## src/rtl/pipe_pkg.sv

```systemverilog
// Shared types and constants for the pipe scheduler: coordinate type, FSM states,
// screen geometry and the 8-bit gap-row LFSR (seed, taps, step function).
package pipe_pkg;

  typedef logic [10:0] coord_t;

  typedef enum logic [2:0] {
    S_IDLE  = 3'd0,
    S_MOVE  = 3'd1,
    S_SETUP = 3'd2,
    S_DRAW  = 3'd3,
    S_DONE  = 3'd4
  } state_t;

  localparam int SCREEN_W = 640;
  localparam int SCREEN_H = 480;

  localparam logic [7:0] LFSR_SEED = 8'hA5;
  // Taps x^8+x^6+x^5+x^4+1 map to state bits 7,5,4,3
  localparam logic [7:0] LFSR_TAPS = 8'b1011_1000;

  function automatic logic [7:0] lfsr_next(input logic [7:0] v);
    return {v[6:0], ^(v & LFSR_TAPS)};
  endfunction

endpackage

```

## src/rtl/pipe_lfsr8.sv

```systemverilog
// 8-bit Fibonacci LFSR supplying respawn gap rows; advances only when step is high.
module pipe_lfsr8
  import pipe_pkg::*;
(
  input  logic       clk,
  input  logic       reset,
  input  logic       step,
  output logic [7:0] value
);

  logic [7:0] r_value;

  // LFSR state register
  always_ff @(posedge clk or posedge reset) begin
    if (reset) begin
      r_value <= LFSR_SEED;
    end else if (step) begin
      r_value <= lfsr_next(r_value);
    end else begin
      r_value <= r_value;
    end
  end

  assign value = r_value;

endmodule

```

## src/rtl/pipe_scheduler.sv

```systemverilog
// Frame sequencer: scrolls NUM_PIPES pipe anchors, respawns them, and feeds each to the drawer.
// Optional scoring against BIRD_X is enabled by defining PIPE_SCORE_EN.
module pipe_scheduler
  import pipe_pkg::*;
#(
  parameter int NUM_PIPES = 3,
  parameter int SPEED     = 2,
  parameter int SPACING   = 220,
  parameter int X_START   = 700,
  parameter int Y_INIT    = 240,
  parameter int Y_MIN     = 180
`ifdef PIPE_SCORE_EN
  , parameter int BIRD_X  = 100
`endif
)(
  input  logic        clk,
  input  logic        reset,
  input  logic        frame_tick,
  input  logic        run,
  output logic        draw_en,
  output logic [10:0] draw_x,
  output logic [10:0] draw_y,
  input  logic        draw_done,
  output logic        busy,
  output logic        frame_done,
  output logic [9:0]  score
);

  localparam int IDX_W = (NUM_PIPES > 1) ? $clog2(NUM_PIPES) : 1;

  state_t             r_state;
  state_t             w_state_nxt;
  logic [IDX_W-1:0]   r_idx;
  coord_t             r_x [NUM_PIPES];
  coord_t             r_y [NUM_PIPES];
  logic               r_draw_en;
  coord_t             r_draw_x;
  coord_t             r_draw_y;
  logic               r_busy;
  logic               r_frame_done;

  logic               w_last;
  coord_t             w_x_cur;
  logic               w_wrap;
  coord_t             w_x_new;
  coord_t             w_y_new;
  logic               w_lfsr_step;
  logic [7:0]         w_lfsr_val;
  logic [7:0]         w_lfsr_new;

  pipe_lfsr8 u_lfsr (
    .clk   (clk),
    .reset (reset),
    .step  (w_lfsr_step),
    .value (w_lfsr_val)
  );

  // Wrap test comes before subtraction so the column never underflows
  always_comb begin
    w_last      = (r_idx == IDX_W'(NUM_PIPES - 1));
    w_x_cur     = r_x[r_idx];
    w_wrap      = (w_x_cur <= 11'(SPEED));
    w_lfsr_step = (r_state == S_MOVE) && w_wrap;
    w_lfsr_new  = lfsr_next(w_lfsr_val);
    w_y_new     = 11'(Y_MIN) + {3'd0, (w_lfsr_new & 8'h7F)};
    if (w_wrap) begin
      w_x_new = w_x_cur - 11'(SPEED) + 11'(NUM_PIPES * SPACING);
    end else begin
      w_x_new = w_x_cur - 11'(SPEED);
    end
  end

  // Next-state logic
  always_comb begin
    w_state_nxt = r_state;
    case (r_state)
      S_IDLE: begin
        if (frame_tick) begin
          w_state_nxt = run ? S_MOVE : S_SETUP;
        end else begin
          w_state_nxt = S_IDLE;
        end
      end
      S_MOVE: begin
        if (w_last) begin
          w_state_nxt = S_SETUP;
        end else begin
          w_state_nxt = S_MOVE;
        end
      end
      S_SETUP: w_state_nxt = S_DRAW;
      S_DRAW: begin
        if (draw_done) begin
          w_state_nxt = w_last ? S_DONE : S_SETUP;
        end else begin
          w_state_nxt = S_DRAW;
        end
      end
      S_DONE:  w_state_nxt = S_IDLE;
      default: w_state_nxt = S_IDLE;
    endcase
  end

  // State register
  always_ff @(posedge clk or posedge reset) begin
    if (reset) begin
      r_state <= S_IDLE;
    end else begin
      r_state <= w_state_nxt;
    end
  end

  // Pipe anchors, index counter and registered drawer-side outputs
  always_ff @(posedge clk or posedge reset) begin
    if (reset) begin
      for (int i = 0; i < NUM_PIPES; i++) begin
        r_x[i] <= 11'(X_START + i * SPACING);
        r_y[i] <= 11'(Y_INIT);
      end
      r_idx        <= '0;
      r_draw_en    <= 1'b0;
      r_draw_x     <= 11'd0;
      r_draw_y     <= 11'd0;
      r_busy       <= 1'b0;
      r_frame_done <= 1'b0;
    end else begin
      r_frame_done <= 1'b0;
      case (r_state)
        S_IDLE: begin
          if (frame_tick) begin
            r_idx  <= '0;
            r_busy <= 1'b1;
          end
        end
        S_MOVE: begin
          r_x[r_idx] <= w_x_new;
          if (w_wrap) begin
            r_y[r_idx] <= w_y_new;
          end
          r_idx <= w_last ? '0 : r_idx + 1'b1;
        end
        S_SETUP: begin
          r_draw_x  <= r_x[r_idx];
          r_draw_y  <= r_y[r_idx];
          r_draw_en <= 1'b1;
        end
        S_DRAW: begin
          if (draw_done) begin
            r_draw_en <= 1'b0;
            if (w_last) begin
              r_frame_done <= 1'b1;
            end else begin
              r_idx <= r_idx + 1'b1;
            end
          end
        end
        S_DONE: begin
          r_busy <= 1'b0;
        end
        default: begin
          r_draw_en <= 1'b0;
          r_busy    <= 1'b0;
        end
      endcase
    end
  end

`ifdef PIPE_SCORE_EN
  logic [9:0] r_score;

  // Count pipes whose column crosses the bird on a normal (non-respawn) move
  always_ff @(posedge clk or posedge reset) begin
    if (reset) begin
      r_score <= 10'd0;
    end else if ((r_state == S_MOVE) && !w_wrap && (w_x_cur >= 11'(BIRD_X)) &&
                 (w_x_new < 11'(BIRD_X)) && (r_score != 10'd999)) begin
      r_score <= r_score + 10'd1;
    end else begin
      r_score <= r_score;
    end
  end

  assign score = r_score;
`else
  assign score = 10'd0;
`endif

  assign draw_en    = r_draw_en;
  assign draw_x     = r_draw_x;
  assign draw_y     = r_draw_y;
  assign busy       = r_busy;
  assign frame_done = r_frame_done;

endmodule

```

## config.mk

```make
export PLATFORM = sky130hd
export DESIGN_NAME = pipe_scheduler
export DESIGN_NICKNAME = d
export VERILOG_FILES = /design/src/rtl/pipe_pkg.sv /design/src/rtl/pipe_lfsr8.sv /design/src/rtl/pipe_scheduler.sv
export SDC_FILE = /design/constraint.sdc
export NUM_CORES = 1
export LEC_CHECK = 0
export CAP_MARGIN = 20
export CORE_UTILIZATION = 50
export DETAILED_ROUTE_END_ITERATION = 8
export PLACE_DENSITY = 0.68
export SETUP_SLACK_MARGIN = 0.4
export SLEW_MARGIN = 10
export SYNTH_ARGS = -nofsm -noshare
export SYNTH_HDL_FRONTEND = slang
export SYNTH_HIERARCHICAL = 1
export SYNTH_SLANG_ARGS = --single-unit
```

## constraint.sdc

```tcl
create_clock -name clk -period 6.4 [get_ports clk]
set_input_delay 0.96 -clock clk [delete_from_list [all_inputs] [get_ports clk]]
set_output_delay 0.96 -clock clk [all_outputs]
set_load 0.02 [all_outputs]
```

=== Word-level counts from Yosys, hierarchy flattened ===
Index checks and enable logic that the tools add are counted.

* $add $sub $neg: 4
* Multiply operators: 0
* Divide/modulo/power cells: 0
* $lt $le $gt $ge: 3
* Equality and inequality tests: 8
* Shift operators: 0
* Multiplexer cells: 29
* Bitwise gates (word level): 3
* Reduce and logical (&&, ||, !) cells: 11

{| class="wikitable"
|+ Operators by type and width
! cell !! number
|-
| $bwmux 33 || 2
|-
| $mux 11 || 6
|-
| $bmux 11 s2 || 2
|-
| $demux 11 s2 || 1
|-
| $mux 2 || 7
|-
| $pmux 3 s4 || 1
|-
| $add 11x10->11 const B || 1
|-
| $le 11x2->1 const B || 1
|-
| $sub 11x2->11 const B || 1
|-
| $add 8x7->9 const A || 1
|-
| $reduce_xor 8->1 || 1
|-
| $eq 3x2->1 const B || 2
|-
| $mux 3 || 2
|-
| $ne 2x2->1 const B || 3
|-
| $pmux 2 s3 || 1
|-
| $reduce_and 2->1 || 3
|-
| $reduce_or 3->1 || 2
|-
| $mux 1 || 5
|-
| $reduce_and 4->1 || 1
|-
| $eq 3x1->1 const B || 1
|-
| $eq 3x3->1 const B || 1
|-
| $ge 3x3->1 const B || 1
|-
| $logic_not 3->1 || 1
|-
| $lt 3x1->1 const B || 1
|-
| other kinds (8) || 10
|}

* Bits in registers: 104
* Bits in latches: 0
* Bits in writable memories: 0
* Bits in read-only memories: 0
* Memories kept: 0

=== Longest topological paths before layout ===
Gate-level depths: netlist (run 1).

* Depth after elaboration: 8
* Mapped depth: 14

=== By module ===
Netlist (run 1), hierarchy kept.

{| class="wikitable"
|+ By module, submodules not included
! module !! times used !! cells an instance !! area each (sq um) !! seq. area each (sq um)
|-
| pipe_scheduler || 1 || 434 || 4560.6 || 2237.1
|-
| pipe_lfsr8 || 1 || 22 || 327.8 || 205.2
|}

=== Least setup slack after synthesis (run 1) ===
OpenSTA, ideal clock, no wires.

* Path type: register -> register
* Start point: register r_idx[0]
* End point: register u_lfsr.r_value[1] (netlist: u_lfsr/value[1])
* Library setup time: 0.125 ns
* Arrival time: 2.544 ns
* Required time: 6.275 ns
* Slack: 3.731 ns
* Stages on the path, launching flop included: 14
* Buffers on the path: 5
* Cells stage by stage: dfrtp_1 -> buf_6 -> buf_6 -> mux2i_1 -> o22ai_2 -> inv_1 -> ha_1 -> a31oi_1 -> nand4bb_1 -> buf_6 -> buf_4 -> nor3_1 -> buf_2 -> mux2_2

* Longest elaborated chain between the ends: 6

{| class="wikitable"
|+ RTL lines
! element !! line !! RTL
|-
| from (decl) || pipe_scheduler.sv:33 || <nowiki>logic [IDX_W-1:0] r_idx;</nowiki>
|-
| from (signal assigned) || pipe_scheduler.sv:140 || <nowiki>r_idx <= w_last ? '0 : r_idx + 1'b1;</nowiki>
|-
| from (signal assigned) || pipe_scheduler.sv:153 || <nowiki>r_idx <= r_idx + 1'b1;</nowiki>
|-
| $not 2->3 (not written as such) || pipe_scheduler.sv:61 || <nowiki>w_x_cur = r_x[r_idx];</nowiki>
|-
| $bmux 11 s2 || pipe_scheduler.sv:61 ||
|-
| $mux 11 (not written as such) (2 in a row) || pipe_scheduler.sv:61 ||
|-
| $le 11x2->1 || pipe_scheduler.sv:62 || <nowiki>w_wrap = (w_x_cur <= 11'(SPEED));</nowiki>
|-
| $logic_and 1x1->1 || pipe_scheduler.sv:63 || <nowiki>w_lfsr_step = (r_state == S_MOVE) && w_wrap;</nowiki>
|-
| via w_lfsr_step || pipe_scheduler.sv:47 || <nowiki>logic w_lfsr_step;</nowiki>
|-
| to (signal assigned) || pipe_lfsr8.sv:18 || <nowiki>r_value <= lfsr_next(r_value);</nowiki>
|-
| to (signal assigned) || pipe_lfsr8.sv:20 || <nowiki>r_value <= r_value;</nowiki>
|-
| to (decl) || pipe_lfsr8.sv:11 || <nowiki>logic [7:0] r_value;</nowiki>
|}

The timed path passes the listed nets, and every way through them passes these cells. The select of a mux whose other input is x is not followed.
A chain may end at the register's enable or synchronous reset.

=== Final worst setup path (run 1) ===
* Start point: register r_idx[0]
* End point: register u_lfsr.r_value[4] (netlist: u_lfsr/value[4])

Same word-level chain as after synthesis.

==> results.md, run 1 <==
* DR WL/cell at 15.9 um
* Total track usage at 21.3%
* Average size of a mapped cell at 10.7 um^2
* HPWL after DPL at 6.59 mm
* Final core occ at 57.8%
* Critical path endpoint category: flip-flop
* Setup TNS at 0 ns
* ANT cells at 0
* Mux contribution to synthesized area at 13.8%
* FMAX at 309 MHz
* Primary flip-flop cell chosen by synthesis mapping: dfrtp_1
* DRC at 0
* Startpoint Class: flip-flop
* Power Density at 545 mW/mm^2
* First-pass GRT wire length at 16.6 mm
* Vias in the first global route at 3325
* Global route overflow at 0
* Reg2reg path depth at 11
* Final antenna-violating net count at 0
* Drt first-iter violations at 198
* Reg2reg end: u_lfsr/value[4]$_DFFE_PP0P_
* Post-CTS setup buffer count at 0
* Pin count of the biggest net entering global routing at 62
* VDD IR max at 0.298 mV
* Crit Path Category: flip-flop to flip-flop
* Total CTS buffers at 9
* Post-CTS Hold Buffers at 0
* CTS tree: built
* Final-report setup violation count at 0
* Die W at 101 um
* Top-count cell post-synth: dfrtp_1
* Slew headroom at 39.2%
* Highest metal used: met4
* Vias per cell at 5.40
* Area Growth Syn to Fin at 10.7%
* Worst path required time at 6.66 ns
* Io pins at 40
* Worst R2R Setup Slack at 3.17 ns
* Leak at 2.36 nW
* H-Tree Depth at 3
* Row Count at 35
* Critical-path maximum fanout at 38
* Top cells by count, synth: dfrtp_1, nand2_1, nor2_1
* WHS at 0.484 ns
* WL met1 at 4.72 mm
* Starting Density at 52.2%
* Max incr delay on CP at 0.46 ns
* Crit path DAT at 3.49 ns
* Vias at 3297
* Minimum clock period at 3.23 ns
* Worst-path cell chain: buf_4 > mux2i_1 > o22ai_2 > inv_1 > ha_1 > a31oi_1 > nand4bb_1 > buf_4 > nor3_1 > buf_2 > mux2_2
* Post-synthesis sequential area ratio at 50.0%
* FF-to-FF Start: r_idx[0]$_DFFE_PP0P_
* Final hold vios at 0
* Seq cells post-synth at 96
* RD Place Congestion at 0.881
* Clock transition at path regs at 0.09 ns
* CP max stage cell: buf_4
* EDFF count, synth at 0
* CORE AREA at 0.00937 mm^2
* Yosys warnings at 6
* Die area at 0.0102 mm^2
* Die Y at 101 um
* Final nets at 491
* Hold crit path type: flip-flop to flip-flop
* Compound-Gate Fraction of Synth Area at 13.3%
* Crit-path most repeated cell: buf_4
* Main combinational cell family by area after synthesis: multiplexers
* Clock tree sinks at 96
* Sequential cell area at 0.00244 mm^2
* Unique masters post-synth at 53
* Hold depth at 2
* PortBufs at 27
* Area contributors post-synth: dfrtp_1, dfstp_2, mux2_2, mux2i_1, a21oi_1
* Max-Cap Viols at 0
* Adder-cell share of the synthesized area at 2.56%
* Final Cycle Share at 50.5%
* Async SR Flop Fraction at 100%
* Synthesized area at 0.00489 mm^2
* Unrepaired setup endpoints after global routing: no
* Final Routed Wirelength at 9.67 mm
* Run status: finished, final reports clean
* Initial antenna violation count at 0
* Clock Skews at 0.0128 ns
* Synth area leader: dfrtp_1
* Met3 Routed Length at 289 um
* Post-Syn Instances at 456
* Worst-Margin Slew at 0.910 ns
* Longest Clk Path Bufs at 2
* Post-Synth Simple-Gate Area at 11.8%
* Fillers at 798
* Root Buffer: clkbuf_8
* Hold Crit Start: r_x[20]$_DFFE_PP1P_
* Worst skew pair latency at 0.37 ns
* Multi-input gate area at 0.00222 mm^2
* Layout cells sized above 1 at 22.0%
* Top cell type's share of synthesized area at 32.8%
* Fin. max-slew vios at 0
* Hold EP: r_x[20]$_DFFE_PP1P_
* CTS resizes at 0
* DR WL met2 at 4.51 mm
* First-pass detailed-route iteration total at 4
* XOR/XNOR share of the synthesized area at 2.99%
[flip-flops by register name, summed over array words and instances, names as in the netlist]
name / count
r_x: 33
r_y: 27
draw_x: 11
draw_y: 9
u_lfsr/value: 8
r_state: 3
r_idx: 2
busy: 1
draw_en: 1
frame_done: 1
[routing by layer]
metal	vias to the layer above	global-route usage (%)
met3	12	2.77
li1	1614	-
met1	1616	30.3
met5	-	0
met4	0	8.25
met2	55	33.2
[worst max-delay path, delay by kind of cell, from the launching register on]
kind	cells	cell delay, ns
AO/OA/AOI/OAI	2	0.23
adder cells (fa/ha/maj)	1	0.29
multiplexers	2	0.64
flip-flops	1	0.33
AND/OR/NAND/NOR	2	0.52
buffers and inverters	4	1.11
[cells by family after synthesis]
logic type,after synthesis
XOR/XNOR,15
other,1
flip-flops,96
adder cells (fa/ha/maj),10
multiplexers,63
buffers and inverters,49
AO/OA/AOI/OAI,106
AND/OR/NAND/NOR,116
[through the flow]
| step | area (um^2) | setup WS (ns) | std cells | total power, mW |
|---|---|---|---|---|
| after global placement | 5190 | 3.05 | 593 | 2.48 |
| after global routing | 5410 | 2.98 | 610 | 3.17 |
| after CTS | 5410 | 2.83 | 609 | 2.96 |
| final | 5410 | 3.17 | 610 | 2.95 |
| after floorplan | 4930 | 3.21 | 467 | 2.13 |
| after detailed placement | 5190 | 2.83 | 593 | 2.52 |
[cell type report]
| class | instances | share of cell area (%) |
|---|---|---|
| clock inverter | 6 | 1.69 |
| clock buffer | 10 | 2.36 |
| tap | 129 | 2.98 |
| sequential | 96 | 45.1 |
| multi-input combinational | 322 | 41.1 |
| inverter | 14 | 0.994 |
| timing repair buffer | 33 | 5.78 |
[worst max path at each step]
| stage | from | to | slack, ns | cells past startpoint |
|---|---|---|---|---|
| after global placement | r_idx[0]$_DFFE_PP0P_ | u_lfsr/value[6]$_DFFE_PP0P_ | 3.05 | 10 |
| final | r_idx[0]$_DFFE_PP0P_ | u_lfsr/value[4]$_DFFE_PP0P_ | 3.17 | 11 |
| after global routing | r_idx[0]$_DFFE_PP0P_ | u_lfsr/value[4]$_DFFE_PP0P_ | 2.98 | 11 |
| after detailed placement | r_idx[0]$_DFFE_PP0P_ | u_lfsr/value[4]$_DFFE_PP0P_ | 2.83 | 10 |
| after floorplan | reset | busy$_DFFE_PP0P_ | 3.21 | 1 |
| after CTS | r_idx[0]$_DFFE_PP0P_ | u_lfsr/value[1]$_DFFE_PP0P_ | 2.83 | 10 |
[layout by cell type (no fill, tap or decap), drive strengths merged, types with 2 or more instances in the layout]
cell	n
nor3	4
o22ai	7
nor2	45
a31oi	5
o31ai	8
clkinv	3
o21ai	36
nor3b	2
dfstp	32
nor2b	3
clkdlybuf4s50	27
nor4	3
a21oi	35
nand2	45
a221oi	3
mux2	36
clkbuf	10
o22a	4
and3	2
conb	12
xor2	3
o31a	2
buf	6
nand4	2
inv	15
bufinv	2
mux2i	27
dfrtp	64
nand3	3
nand3b	2
ha	10
xnor2	12
o211ai	2
[power by group]
part	switching (mW)	internal [mW]
clock	0.215	0.223
combinational	0.885	0.609
sequential	0.141	0.875
total	1.24	1.71
Power figures use the tool's default switching activity.
==> run 2: changes to the inputs <==
--- a/config.mk
+++ b/config.mk
@@ -8,7 +8,7 @@
 export CAP_MARGIN = 20
 export CORE_UTILIZATION = 50
 export DETAILED_ROUTE_END_ITERATION = 8
-export PLACE_DENSITY = 0.68
+export PLACE_DENSITY = 0.71
 export SETUP_SLACK_MARGIN = 0.4
 export SLEW_MARGIN = 10
 export SYNTH_ARGS = -nofsm -noshare
==> constraint.sdc (replaced) <==
create_clock -name clk -period 2.59 [get_ports clk]
set_input_delay 0.3885 -clock clk [delete_from_list [all_inputs] [get_ports clk]]
set_output_delay 0.3885 -clock clk [all_outputs]
set_load 0.02 [all_outputs]
==> run 2 against run 1 <==
Compared with the run above: count of clock-buffer cells in the layout is the same; die area is the same; design area increased by 15%; global-route usage rose by 1.7 points; critical path depth decreased by 1; utilization grew 8.5 points; combinational power increased to 3.5 times the previous value; via count up 7.7%; critical path type unchanged; largest cell class is now multi-input gates.
==> results.md, run 2 (synthesis results as in run 1) <==
* Total track usage at 23.0% (was 21.3%)
* Layout cells sized above 1 at 36.5% (was 22.0%)
* Worst skew pair latency at 0.37 ns (about the same)
* WHS at 0.330 ns (was 0.484 ns)
* DRC at 0 (unchanged)
* Most flop-heavy register: r_x (unchanged)
* Final Cycle Share at 96.8% (was 50.5%)
* Max reg flops at 33 (unchanged)
* Power, Total at 8.80 mW (was 2.95 mW)
* Critical-path maximum fanout at 9 (was 38)
* Multi-input gate area at 0.00255 mm^2 (was 0.00222 mm^2)
* Final Routed Wirelength at 10.9 mm (was 9.67 mm)
* Worst R2R Setup Slack at 0.08 ns (was 3.17 ns)
* Die W at 101 um (unchanged)
* Run status: finished, final reports clean (unchanged)
* Area Growth Syn to Fin at 27.1% (was 10.7%)
* Root Buffer: clkbuf_8 (unchanged)
* Die area at 0.0102 mm^2 (unchanged)
* Fin. max-slew vios at 0 (unchanged)
* FF-to-FF Start: r_idx[0]$_DFFE_PP0P_ (unchanged)
* Global route overflow at 0 (unchanged)
* Critical path endpoint category: flip-flop (unchanged)
* Starting Density at 52.2% (unchanged)
* Io pins at 40 (unchanged)
* CORE AREA at 0.00937 mm^2 (unchanged)
* # placed instances at 619 (was 593)
* Clock Skews at 0.0141 ns (was 0.0128 ns)
* Reg2reg end: r_x[9]$_DFFE_PP0P_ (was u_lfsr/value[4]$_DFFE_PP0P_)
* Sw frac at 41.5% (was 42.1%)
* CTS tree: built (unchanged)
* Final core occ at 66.3% (was 57.8%)
* P_int at 5.15 mW (was 1.71 mW)
* Vias in the first global route at 3469 (was 3325)
* HPWL after DPL at 7.20 mm (was 6.59 mm)
* Startpoint Class: flip-flop (unchanged)
* Fillers at 704 (was 798)
* Drt first-iter violations at 183 (was 198)
* Clock transition at path regs at 0.10 ns (was 0.09 ns)
* Vias per cell at 5.37 (was 5.40)
* First-pass detailed-route iteration total at 5 (was 4)
* Hold crit path type: primary input to async pin (was flip-flop to flip-flop)
* Slew headroom at 65.1% (was 39.2%)
* Unrepaired setup endpoints after global routing: yes (was no)
* Sequential cell area at 0.00244 mm^2 (about the same)
* Minimum clock period at 2.51 ns (was 3.23 ns)
* Row Count at 35 (unchanged)
* Reg2reg path depth at 10 (was 11)
* Power Density at 1420 mW/mm^2 (was 545 mW/mm^2)
* Final std cells w/o fill at 661 (was 610)
* VDD IR max at 0.750 mV (was 0.298 mV)
* Leak at 2.69 nW (was 2.36 nW)
* Vias at 3552 (was 3297)
* Clock share of power at 12.0% (was 14.8%)
* Seq pwr share at 29.3% (was 34.5%)
* Worst-Margin Slew at 0.523 ns (was 0.910 ns)
* Crit path DAT at 2.76 ns (was 3.49 ns)
* RD Place Congestion at 0.802 (was 0.881)
* Max-Cap Viols at 0 (unchanged)
* Commonest non-fill, non-tap cell in the layout: dfrtp_1 (unchanged)
* Clock tree sinks at 96 (unchanged)
* FMAX at 399 MHz (was 309 MHz)
* Longest Clk Path Bufs at 2 (unchanged)
* Setup WS post-layout at 0.0831 ns (was 3.17 ns)
* PortBufs at 27 (unchanged)
* Post-CTS Hold Buffers at 0 (unchanged)
* Initial antenna violation count at 0 (unchanged)
* Pin count of the biggest net entering global routing at 49 (was 62)
* Final-report setup violation count at 0 (unchanged)
* ANT cells at 0 (unchanged)
* Worst slack, placed at -0.0148 ns (was 2.83 ns)
* First-pass GRT wire length at 17.8 mm (was 16.6 mm)
* Die Y at 101 um (unchanged)
* Logic pwr share at 58.7% (was 50.7%)
* Commonest non-fill, non-tap cells in the layout: dfrtp_1, buf_4, nand2_1, nor2_1, a21oi_1 (was dfrtp_1, nand2_1, nor2_1, mux2_2, a21oi_1)
* Crit Path Category: flip-flop to flip-flop (unchanged)
* H-Tree Depth at 3 (unchanged)
* Final nets at 542 (was 491)
* Final hold vios at 0 (unchanged)
* Total net switching power at 3.66 mW (was 1.24 mW)
* Worst path required time at 2.84 ns (was 6.66 ns)
* Final antenna-violating net count at 0 (unchanged)
* Total CTS buffers at 9 (unchanged)
* DR WL/cell at 16.5 um (was 15.9 um)
## run 2: area by class of cell
| cell class | count | area share (%) |
|---|---|---|
| multi-input cells | 322 | 41.1 |
| repair buffers | 84 | 12.6 |
| well taps | 129 | 2.60 |
| inverters | 14 | 0.906 |
| flip-flops and latches | 96 | 39.3 |
| clock inverters | 6 | 1.23 |
| clock buffers | 10 | 2.22 |
## run 2: critical path: stages, from the launching register on
cell,delay (ns)
dfrtp_1,0.42
buf_12,0.16
mux2i_4,0.19
o22ai_4,0.21
inv_2,0.08
ha_4,0.19
xor2_2,0.20
a221oi_2,0.33
and4b_2,0.31
nor3_2,0.22
o31ai_1,0.09
## run 2: what timing repair did
action                                  4_1_cts  5_1_grt
resized for setup                            20       35
endpoints found under the setup margin       62       64
pin swaps                                     8       12
buffers inserted                             16       10
cloned                                        0        0
## run 2: through the flow
step                      TNS, ns  cell area (um^2)
after floorplan                 0              5050
after global placement          0              5530
after detailed placement  -0.0557              5530
after CTS                       0              5980
after global routing      -0.0102              6210
final                           0              6210
## run 2: routing by layer
layer	GRT usage (%)	vias to the layer above	wire, um
met4	8.14	0	173
met1	31.7	1758	5130
met2	37.3	66	5260
met5	0	-	0
met3	3.05	16	351
li1	-	1712	-
## run 2: how the worst max path moves through the flow
stage | start | endpoint | slack, ns | cells after the start
6_report | r_idx[0]$_DFFE_PP0P_ | r_x[9]$_DFFE_PP0P_ | 0.08 | 10
5_1_grt | r_idx[0]$_DFFE_PP0P_ | r_x[9]$_DFFE_PP0P_ | -0.01 | 10
4_1_cts | r_idx[0]$_DFFE_PP0P_ | r_x[6]$_DFFE_PP1P_ | 0.14 | 11
3_5_place_dp | r_idx[1]$_DFFE_PP0P_ | u_lfsr/value[6]$_DFFE_PP0P_ | -0.01 | 9
3_3_place_gp | r_idx[0]$_DFFE_PP0P_ | u_lfsr/value[6]$_DFFE_PP0P_ | 0.03 | 11
2_1_floorplan | r_idx[0]$_DFFE_PP0P_ | u_lfsr/value[1]$_DFFE_PP0P_ | 0.09 | 13
## run 2: power groups by stage
| stage | logic [mW] | registers [mW] | clock network [mW] |
|---|---|---|---|
| after global routing | 5.59 | 2.65 | 1.14 |
| after floorplan | 2.77 | 2.64 | 0 |
| after global placement | 4.12 | 2.54 | 0 |
| after detailed placement | 4.18 | 2.56 | 0 |
| after CTS | 4.61 | 2.55 | 1.08 |
| final | 5.16 | 2.58 | 1.06 |
==> run 3: changes to the inputs <==
--- a/config.mk
+++ b/config.mk
@@ -5,7 +5,6 @@
 export SDC_FILE = /design/constraint.sdc
 export NUM_CORES = 1
 export LEC_CHECK = 0
-export CAP_MARGIN = 20
 export CORE_UTILIZATION = 50
 export DETAILED_ROUTE_END_ITERATION = 8
 export PLACE_DENSITY = 0.71
==> results of run 3 <==
Final layout, timing and power as in run 2 (identical DEF).
